[src/rtl/rob_if.sv]
// Request-side and memory-side port groups of the
// reorder buffer, each with master/slave views.
interface rob_req_if #(
  parameter int AWIDTH  = 32,
  parameter int DWIDTH  = 32,
  parameter int PWIDTH  = 8,
  parameter int IDWIDTH = 4
);
  logic               req_val;
  logic [AWIDTH-1:0]  req_addr;
  logic [IDWIDTH-1:0] req_ID;
  logic [PWIDTH-1:0]  req_param;
  logic               req_ready;
  logic               rsp_val;
  logic [DWIDTH-1:0]  rsp_data;
  logic [IDWIDTH-1:0] rsp_ID;
  logic [PWIDTH-1:0]  rsp_param;
  logic               rsp_ready;

  modport master (
    output req_val, req_addr, req_ID, req_param,
    output rsp_ready,
    input  req_ready,
    input  rsp_val, rsp_data, rsp_ID, rsp_param
  );

  modport slave (
    input  req_val, req_addr, req_ID, req_param,
    input  rsp_ready,
    output req_ready,
    output rsp_val, rsp_data, rsp_ID, rsp_param
  );
endinterface

interface rob_mem_if #(
  parameter int SWIDTH = 4,
  parameter int AWIDTH = 32,
  parameter int DWIDTH = 32
);
  logic              mem_req_val;
  logic [AWIDTH-1:0] mem_req_addr;
  logic [SWIDTH-1:0] mem_req_ID;
  logic              mem_rsp_val;
  logic [SWIDTH-1:0] mem_rsp_ID;
  logic [DWIDTH-1:0] mem_rsp_data;

  modport master (
    output mem_req_val, mem_req_addr, mem_req_ID,
    input  mem_rsp_val, mem_rsp_ID, mem_rsp_data
  );

  modport slave (
    input  mem_req_val, mem_req_addr, mem_req_ID,
    output mem_rsp_val, mem_rsp_ID, mem_rsp_data
  );
endinterface

[src/rtl/rob.sv]
// Reorder buffer: tags requests with their slot index,
// lets memory finish out of order, returns in order.
module rob #(
  parameter int ROB_SIZE = 16,
  parameter int SWIDTH   = 4,
  parameter int AWIDTH   = 32,
  parameter int DWIDTH   = 32,
  parameter int PWIDTH   = 8,
  parameter int IDWIDTH  = 4
) (
  input  logic      clk,
  input  logic      rst_,
  rob_req_if.slave  req,
  rob_mem_if.master mem
);
  localparam logic [SWIDTH:0] FULL =
    (SWIDTH+1)'(ROB_SIZE);

  logic [ROB_SIZE-1:0] alloc;
  logic [ROB_SIZE-1:0] done;
  logic [IDWIDTH-1:0]  id_q  [ROB_SIZE];
  logic [PWIDTH-1:0]   par_q [ROB_SIZE];
  logic [DWIDTH-1:0]   dat_q [ROB_SIZE];
  logic [SWIDTH-1:0]   wr_ptr;
  logic [SWIDTH-1:0]   rd_ptr;
  logic [SWIDTH:0]     count;
  logic                acc;
  logic                pop;
  logic                fill;

  // Full blocks accepts even if the head pops this cycle.
  assign req.req_ready = rst_ && (count != FULL);
  assign req.rsp_val   = alloc[rd_ptr] && done[rd_ptr];

  // Payload is not reset, so force zeros while in reset.
  assign req.rsp_data  = rst_ ? dat_q[rd_ptr] : '0;
  assign req.rsp_ID    = rst_ ? id_q[rd_ptr]  : '0;
  assign req.rsp_param = rst_ ? par_q[rd_ptr] : '0;

  assign acc  = req.req_val && req.req_ready;
  assign pop  = req.rsp_val && req.rsp_ready;
  assign fill = mem.mem_rsp_val
             && alloc[mem.mem_rsp_ID]
             && !done[mem.mem_rsp_ID];

  // Circular pointers and occupancy.
  always_ff @(posedge clk or negedge rst_) begin
    if (!rst_) begin
      wr_ptr <= '0;
      rd_ptr <= '0;
      count  <= '0;
    end else begin
      if (acc) wr_ptr <= wr_ptr + 1'b1;
      if (pop) rd_ptr <= rd_ptr + 1'b1;
      if (acc && !pop) count <= count + 1'b1;
      if (pop && !acc) count <= count - 1'b1;
    end
  end

  // Slot status; stale or duplicate completions are dropped.
  always_ff @(posedge clk or negedge rst_) begin
    if (!rst_) begin
      alloc <= '0;
      done  <= '0;
    end else begin
      if (fill) done[mem.mem_rsp_ID] <= 1'b1;
      if (pop) begin
        alloc[rd_ptr] <= 1'b0;
        done[rd_ptr]  <= 1'b0;
      end
      if (acc) begin
        alloc[wr_ptr] <= 1'b1;
        done[wr_ptr]  <= 1'b0;
      end
    end
  end

  // Slot payload storage.
  always_ff @(posedge clk) begin
    if (acc) begin
      id_q[wr_ptr]  <= req.req_ID;
      par_q[wr_ptr] <= req.req_param;
    end
    if (fill) dat_q[mem.mem_rsp_ID] <= mem.mem_rsp_data;
  end

  // One-cycle memory request pulse; addr/tag hold.
  always_ff @(posedge clk or negedge rst_) begin
    if (!rst_) begin
      mem.mem_req_val  <= 1'b0;
      mem.mem_req_addr <= '0;
      mem.mem_req_ID   <= '0;
    end else begin
      mem.mem_req_val <= acc;
      if (acc) begin
        mem.mem_req_addr <= req.req_addr;
        mem.mem_req_ID   <= wr_ptr;
      end
    end
  end
endmodule

[src/flat_wrapper.sv]
// flat-port wrapper written by rule: the top's interface ports become plain ports
module rob_flat 
#(
  parameter int ROB_SIZE = 16,
  parameter int SWIDTH   = 4,
  parameter int AWIDTH   = 32,
  parameter int DWIDTH   = 32,
  parameter int PWIDTH   = 8,
  parameter int IDWIDTH  = 4
)
  (clk, rst_, req_req_val, req_req_addr, req_req_ID, req_req_param, req_rsp_ready, req_req_ready, req_rsp_val, req_rsp_data, req_rsp_ID, req_rsp_param, mem_mem_req_val, mem_mem_req_addr, mem_mem_req_ID, mem_mem_rsp_val, mem_mem_rsp_ID, mem_mem_rsp_data);
  rob_req_if #(.AWIDTH(AWIDTH), .DWIDTH(DWIDTH), .PWIDTH(PWIDTH), .IDWIDTH(IDWIDTH)) req_i ();
  rob_mem_if #(.SWIDTH(SWIDTH), .AWIDTH(AWIDTH), .DWIDTH(DWIDTH)) mem_i ();
  input  logic clk;
  input  logic rst_;
  input wire logic [$bits(req_i.req_val)-1:0] req_req_val;
  input wire logic [$bits(req_i.req_addr)-1:0] req_req_addr;
  input wire logic [$bits(req_i.req_ID)-1:0] req_req_ID;
  input wire logic [$bits(req_i.req_param)-1:0] req_req_param;
  input wire logic [$bits(req_i.rsp_ready)-1:0] req_rsp_ready;
  output wire logic [$bits(req_i.req_ready)-1:0] req_req_ready;
  output wire logic [$bits(req_i.rsp_val)-1:0] req_rsp_val;
  output wire logic [$bits(req_i.rsp_data)-1:0] req_rsp_data;
  output wire logic [$bits(req_i.rsp_ID)-1:0] req_rsp_ID;
  output wire logic [$bits(req_i.rsp_param)-1:0] req_rsp_param;
  output wire logic [$bits(mem_i.mem_req_val)-1:0] mem_mem_req_val;
  output wire logic [$bits(mem_i.mem_req_addr)-1:0] mem_mem_req_addr;
  output wire logic [$bits(mem_i.mem_req_ID)-1:0] mem_mem_req_ID;
  input wire logic [$bits(mem_i.mem_rsp_val)-1:0] mem_mem_rsp_val;
  input wire logic [$bits(mem_i.mem_rsp_ID)-1:0] mem_mem_rsp_ID;
  input wire logic [$bits(mem_i.mem_rsp_data)-1:0] mem_mem_rsp_data;
  assign req_i.req_val = req_req_val;
  assign req_i.req_addr = req_req_addr;
  assign req_i.req_ID = req_req_ID;
  assign req_i.req_param = req_req_param;
  assign req_i.rsp_ready = req_rsp_ready;
  assign req_req_ready = req_i.req_ready;
  assign req_rsp_val = req_i.rsp_val;
  assign req_rsp_data = req_i.rsp_data;
  assign req_rsp_ID = req_i.rsp_ID;
  assign req_rsp_param = req_i.rsp_param;
  assign mem_mem_req_val = mem_i.mem_req_val;
  assign mem_mem_req_addr = mem_i.mem_req_addr;
  assign mem_mem_req_ID = mem_i.mem_req_ID;
  assign mem_i.mem_rsp_val = mem_mem_rsp_val;
  assign mem_i.mem_rsp_ID = mem_mem_rsp_ID;
  assign mem_i.mem_rsp_data = mem_mem_rsp_data;
  rob #(.ROB_SIZE(ROB_SIZE), .SWIDTH(SWIDTH), .AWIDTH(AWIDTH), .DWIDTH(DWIDTH), .PWIDTH(PWIDTH), .IDWIDTH(IDWIDTH)) u_core (.clk(clk), .rst_(rst_), .req(req_i), .mem(mem_i));
endmodule
[config.mk]
export PLATFORM = sky130hd
export DESIGN_NAME = rob_flat
export DESIGN_NICKNAME = d
export VERILOG_FILES = /design/src/rtl/rob_if.sv /design/src/rtl/rob.sv /design/src/flat_wrapper.sv
export SDC_FILE = /design/constraint.sdc
export NUM_CORES = 1
export LEC_CHECK = 0
export ABC_AREA = 1
export CORE_ASPECT_RATIO = 0.6
export CORE_UTILIZATION = 50
export CTS_BUF_LIST = sky130_fd_sc_hd__clkbuf_16
export CTS_CLUSTER_DIAMETER = 40
export DETAILED_ROUTE_END_ITERATION = 10
export DONT_BUFFER_PORTS = 1
export HOLD_SLACK_MARGIN = 0.05
export PLACE_DENSITY = 0.71
export SLEW_MARGIN = 20
export SYNTH_ARGS = -nofsm -noshare
export SYNTH_HDL_FRONTEND = slang
export SYNTH_SLANG_ARGS = --single-unit
[constraint.sdc]
create_clock -name clk -period 4.1 [get_ports clk]
set_input_delay 0.82 -clock clk [delete_from_list [all_inputs] [get_ports clk]]
set_output_delay 0.82 -clock clk [all_outputs]
set_load 0.02 [all_outputs]
# Word-level counts from Yosys, hierarchy flattened
# Memory sizes are Yosys's and may differ from the RTL's.
# Index checks and enable logic that the tools add are counted.
# op_classes
n_addsub	4
n_lt_le_gt_ge	6
eq_ne	1
muxes	28
n_bitwise	7
reduce_logical	15
# ops
operator	n
$mux 16	5
$and 16x16->16	3
$mux 32	1
$not 16->16	2
$or 16x16->16	2
$bmux 1 s4	4
$lt 4x5->1 const B	3
$demux 1 s4	3
$ge 4x1->1 const B	3
$logic_and 1x1->1	11
$mux 1	11
$mux 5	2
$add 4x1->4 const B	2
$mux 8	1
$add 5x1->5 const B	1
$ne 5x5->1 const B	1
$sub 5x1->5 const B	1
$mux 4	1
$logic_not 1->1	3
$reduce_bool 2->1	1
# word_totals
regBits	82
ramBits	704
in_bits	85
out_inout_bits	83
wordCells	72
memories	3
# mem_list
name	words	width	read_ports	rd_ports_with_merged_regs	wr	line_no	text
u_core.dat_q	16	32	1	0	1	rob.sv:23	logic [DWIDTH-1:0] dat_q [ROB_SIZE];
u_core.par_q	16	8	1	0	1	rob.sv:22	logic [PWIDTH-1:0] par_q [ROB_SIZE];
u_core.id_q	16	4	1	0	1	rob.sv:21	logic [IDWIDTH-1:0] id_q [ROB_SIZE];

# Longest topological paths before layout
# logic_depth
word_depth	10
ltp_mapped	22
mapped_depth_nobuf	21

# Worst setup path after synthesis
# No wires, ideal clock.
# synth_path
path_kind	input -> register
startpoint	input port mem_mem_rsp_ID[1]
endpoint	memory u_core.dat_q[9][0], enable pin
arrival_time_ns	4.007
t_required_ns	3.639
slack_ns	-0.368
stages	11
path_buffers	2
path_cell_list	buf_2 -> nand2_1 -> inv_1 -> nand2_1 -> nand4_1 -> nand2_1 -> nand2_1 -> nor2_4 -> nand2_2 -> buf_4 -> nor3_1
# synth_between
elab_chain_len	6
elab_cells_between_ends	9
cone_classes	mux (6); reduce/logical (3)
# synth_lines
element	line_no	text
from (decl)	flat_wrapper.sv:30	input wire logic [$bits(mem_i.mem_rsp_ID)-1:0] mem_mem_rsp_ID;
$bmux 1 s4, on equally long branches	rob.sv:43, rob.sv:44	
$mux 1, on equally long branches	rob.sv:43, rob.sv:44	
$logic_and 1x1->1 or $logic_not 1->1 (tied branches)	rob.sv:43, rob.sv:44	
$logic_and 1x1->1	rob.sv:44	&& !done[mem.mem_rsp_ID];
$mux 1	rob.sv:84	if (fill) dat_q[mem.mem_rsp_ID] <= mem.mem_rsp_data;
$mux 1 (not written as such)	rob.sv:84	
to (decl)	rob.sv:23	
# Parallel ways exist; a longest one is shown, timed or not. The select of a mux whose other input is x is not followed.

# Worst setup path after layout
# layout_path
startpoint	register u_core.rd_ptr[0]
endpoint	output port req_rsp_data[2]
# layout_between
elab_chain_len	2
# layout_lines
element	line_no	text
from (decl)	rob.sv:25	logic [SWIDTH-1:0] rd_ptr;
from (signal assigned)	rob.sv:54	if (pop) rd_ptr <= rd_ptr + 1'b1;
$mem_v2 16x32	-	
$mux 32	rob.sv:36	assign req.rsp_data = rst_ ? dat_q[rd_ptr] : '0;
to (decl)	flat_wrapper.sv:23	output wire logic [$bits(req_i.rsp_data)-1:0] req_rsp_data;
# Every way passes these cells.

==> results.json <==
{
  "postSynthCellCount": 2648,
  "clock-sinks": 786,
  "setup_violations": 0,
  "grt_max_degree": 125,
  "cts_tree": "built",
  "path_cells": "inv_8 > buf_4 > buf_4 > o21ai_0 > o22ai_1 > nand2_1 > a41oi_1 > buf_4",
  "worstPathArrival_ns": 3.15,
  "gr-usage-all-layers": 0.255,
  "drt_iter0_drc": 2619,
  "crit_path_end_kind": "output port",
  "cpPeakStageDelay_ns": 0.63,
  "status": "completed",
  "synth.avg_cell_area_um2": 12.0,
  "cts_max_level": 3,
  "drive_above_1_share": 0.0924,
  "wl_um": 82300,
  "rsz0062_at_grt": "no",
  "wl_per_cell_um": 23.1,
  "overflow": 0,
  "fin_setup_tns_ns": 0,
  "worstMarginPinSlew_ns": 0.902,
  "ios": 168,
  "max-vdd-ir-drop_mv": 0.552,
  "place_ws_ns": 0.567,
  "finalCritPeriodShare": 0.969,
  "hold_violations": 0,
  "final_cell_mix": "704 x edfxtp_1, 498 x nand2_1, 397 x nor2_1",
  "dp.cells": 3424,
  "grt_pass1_wl_um": 124000,
  "seqCellArea_um2": 23200,
  "synth.yosys.seq_area_share": 0.731,
  "rows": 71,
  "r2r_cells": 20,
  "clock_tree.buffer_depth": 3,
  "fill_cells": 5010,
  "startpoint_type": "flop",
  "fin_skew_ns": 0.0282,
  "multi_input_area_um2": 7620,
  "required_ns": 3.28,
  "max_cap_viol_count": 0,
  "viasPerCell": 5.99,
  "areaGrowthSynthToFinish_pct": 12.5,
  "syn_area_um2": 31700,
  "slew_viol_final": 0,
  "crit_type": "reg2out",
  "antenna_found_initial": 0,
  "clockRootBuffer": "clkbuf_16",
  "first_global_vias": 20300,
  "diodes": 0,
  "fmax_mhz": 252,
  "seqPwrFrac": 0.402,
  "num_vias": 21400,
  "fp.dieArea_um2": 64500,
  "slew_headroom": 0.398,
  "fin_cells": 3567,
  "p_leak_uw": 0.0125,
  "clk_latency_ns": 0.64,
  "cellPowerDensity_nw_per_um2": 670,
  "start_util": 0.506,
  "r2r_setup_slack_ns": 0.50,
  "worst_slack_ns": 0.127,
  "cp_common_cell": "buf_4",
  "ant_nets": 0,
  "ys_warn_count": 0,
  "layout_commonest_cell": "edfxtp_1",
  "crit_fanout": 70,
  "hold_path.class": "in2async",
  "fin_crit_ns": 3.97,
  "reg2reg_to": "u_core.count[4]",
  "power.switching_uw": 8600,
  "synth-seq-cells": 786,
  "clockPowerShare": 0.289,
  "core_um2": 62600,
  "combPwrFrac": 0.309,
  "finish.net_count": 2761,
  "path_clk_slew_ns": 0.06,
  "die_w_um": 327,
  "numPortBuffers": 0,
  "detail_route.first_pass.iterations": 7,
  "swShare": 0.360,
  "cpMaxStageDelayCell": "dfrtp_4",
  "reg2reg_from": "u_core.rd_ptr[0]",
  "gp_congestion": 0.868,
  "dpl.hpwl_um": 47400,
  "ys_types": 32,
  "drc": 0,
  "cts-buffers-inserted": 77,
  "synth_nets": 2744,
  "p_int_uw": 15300,
  "die_h_um": 197
}
registers in the layout (all words and copies together), names as in the netlist:
register	cells
u_core.alloc	16
u_core.count	5
u_core.dat_q	512
u_core.done	16
u_core.id_q	64
u_core.mem.mem_req_ID	4
u_core.mem.mem_req_addr	32
u_core.mem.mem_req_val	1
u_core.par_q	128
u_core.rd_ptr	4
u_core.wr_ptr	4
power by group through the flow:
stage          clock network [µW]  registers, µW  logic (µW)
3_5_place_dp                    0           9740        7260
3_3_place_gp                    0           9730        7090
2_1_floorplan                   0           9570        5030
6_report                     6910           9600        7400
4_1_cts                      6990           9580        7320
5_1_grt                      7320           9630        8130
worst max-delay path by stage:
stage	from	endpoint	slack (ns)
after floorplan	mem_mem_rsp_ID[1]	u_core.dat_q[9][0]	-0.37
after global placement	u_core.rd_ptr[0]	u_core.count[4]	0.79
after detailed placement	u_core.rd_ptr[0]	u_core.count[4]	0.57
after CTS	u_core.rd_ptr[1]	req_rsp_data[28]	0.13
after global routing	u_core.rd_ptr[0]	req_rsp_data[29]	0.02
final	u_core.rd_ptr[0]	req_rsp_data[2]	0.13
routing by layer:
| metal | routed length [µm] | track usage |
|---|---|---|
| met5 | 0 | 0 |
| met1 | 36700 | 0.397 |
| met4 | 1700 | 0.0682 |
| met2 | 34900 | 0.360 |
| met3 | 9020 | 0.0552 |
timing repair:
| action | 4_1_cts | 5_1_grt |
|---|---|---|
| hold buffers | 1 | 0 |
| gates resized for setup | 0 | 1 |
| setup endpoints to repair | 0 | 1 |
| setup buffers | 0 | 0 |
| endpoints found under the hold margin | 82 | 0 |
metrics by stage:
stage	util	hold slack [ns]	total power, µW	area [µm²]
after floorplan	-	0.442	14600	31700
after global placement	0.530	0.458	16800	33200
final	0.570	0.109	23900	35700
after CTS	0.569	0.102	23900	35700
after detailed placement	0.530	0.464	17000	33200
after global routing	0.570	0.120	25100	35700
layout make-up:
type	count	area share
flip-flops and latches	786	0.650
repair buffers	103	0.0280
multi-input cells	1613	0.214
clock buffers	82	0.0575
inverters	84	0.00912
well taps	839	0.0294
clock inverters	60	0.0118
synthesized netlist by cell type:
| cell | instances | area [µm²] |
|---|---|---|
| edfxtp_1 | 704 | 21100 |
| nand2_1 | 498 | 1870 |
| nor2_1 | 411 | 1540 |
| o21ai_0 | 376 | 1880 |
| o22ai_1 | 176 | 1100 |
| clkbuf_1 | 114 | 428 |
| dfrtp_1 | 82 | 2050 |
| inv_1 | 79 | 297 |
| a41oi_1 | 44 | 385 |
| buf_2 | 35 | 175 |
| nand3_1 | 35 | 175 |
| nand4_1 | 18 | 113 |
| a21oi_1 | 17 | 85.1 |
| ha_1 | 11 | 138 |
| buf_4 | 10 | 75.1 |
| xor2_1 | 6 | 52.6 |
| nor3_1 | 5 | 25.0 |
| buf_1 | 4 | 15.0 |
| inv_2 | 4 | 15.0 |
| xnor2_1 | 3 | 26.3 |
| nand2_2 | 2 | 12.5 |
| nor2_2 | 2 | 12.5 |
| nor2_4 | 2 | 22.5 |
| o21ai_1 | 2 | 10.0 |
| a31oi_1 | 1 | 6.26 |
| buf_6 | 1 | 11.3 |
| clkbuf_2 | 1 | 5.00 |
| clkinv_1 | 1 | 3.75 |
| nor4_1 | 1 | 6.26 |
| nor4_2 | 1 | 12.5 |
| o211ai_1 | 1 | 7.51 |
| or2_2 | 1 | 6.26 |
worst max-delay path: cells and delay by family, from the launching register on:
family / cells / cell delay [ns]
AO/OA/AOI/OAI: 3 / 0.66
AND/OR/NAND/NOR: 1 / 0.09
buffers and inverters: 4 / 1.07
flip-flops: 1 / 0.63
logic make-up after synthesis:
kind of cell | count (synthesis) | synth area share
and+or+nand+nor | 976 | 0.120
adders and majority gates | 11 | 0.00434
buffers and inverters | 249 | 0.0323
xor gates and xnor gates | 9 | 0.00249
DFF | 786 | 0.731
AOI/OAI and AO/OA | 617 | 0.110
Power figures use the tool's default switching activity.
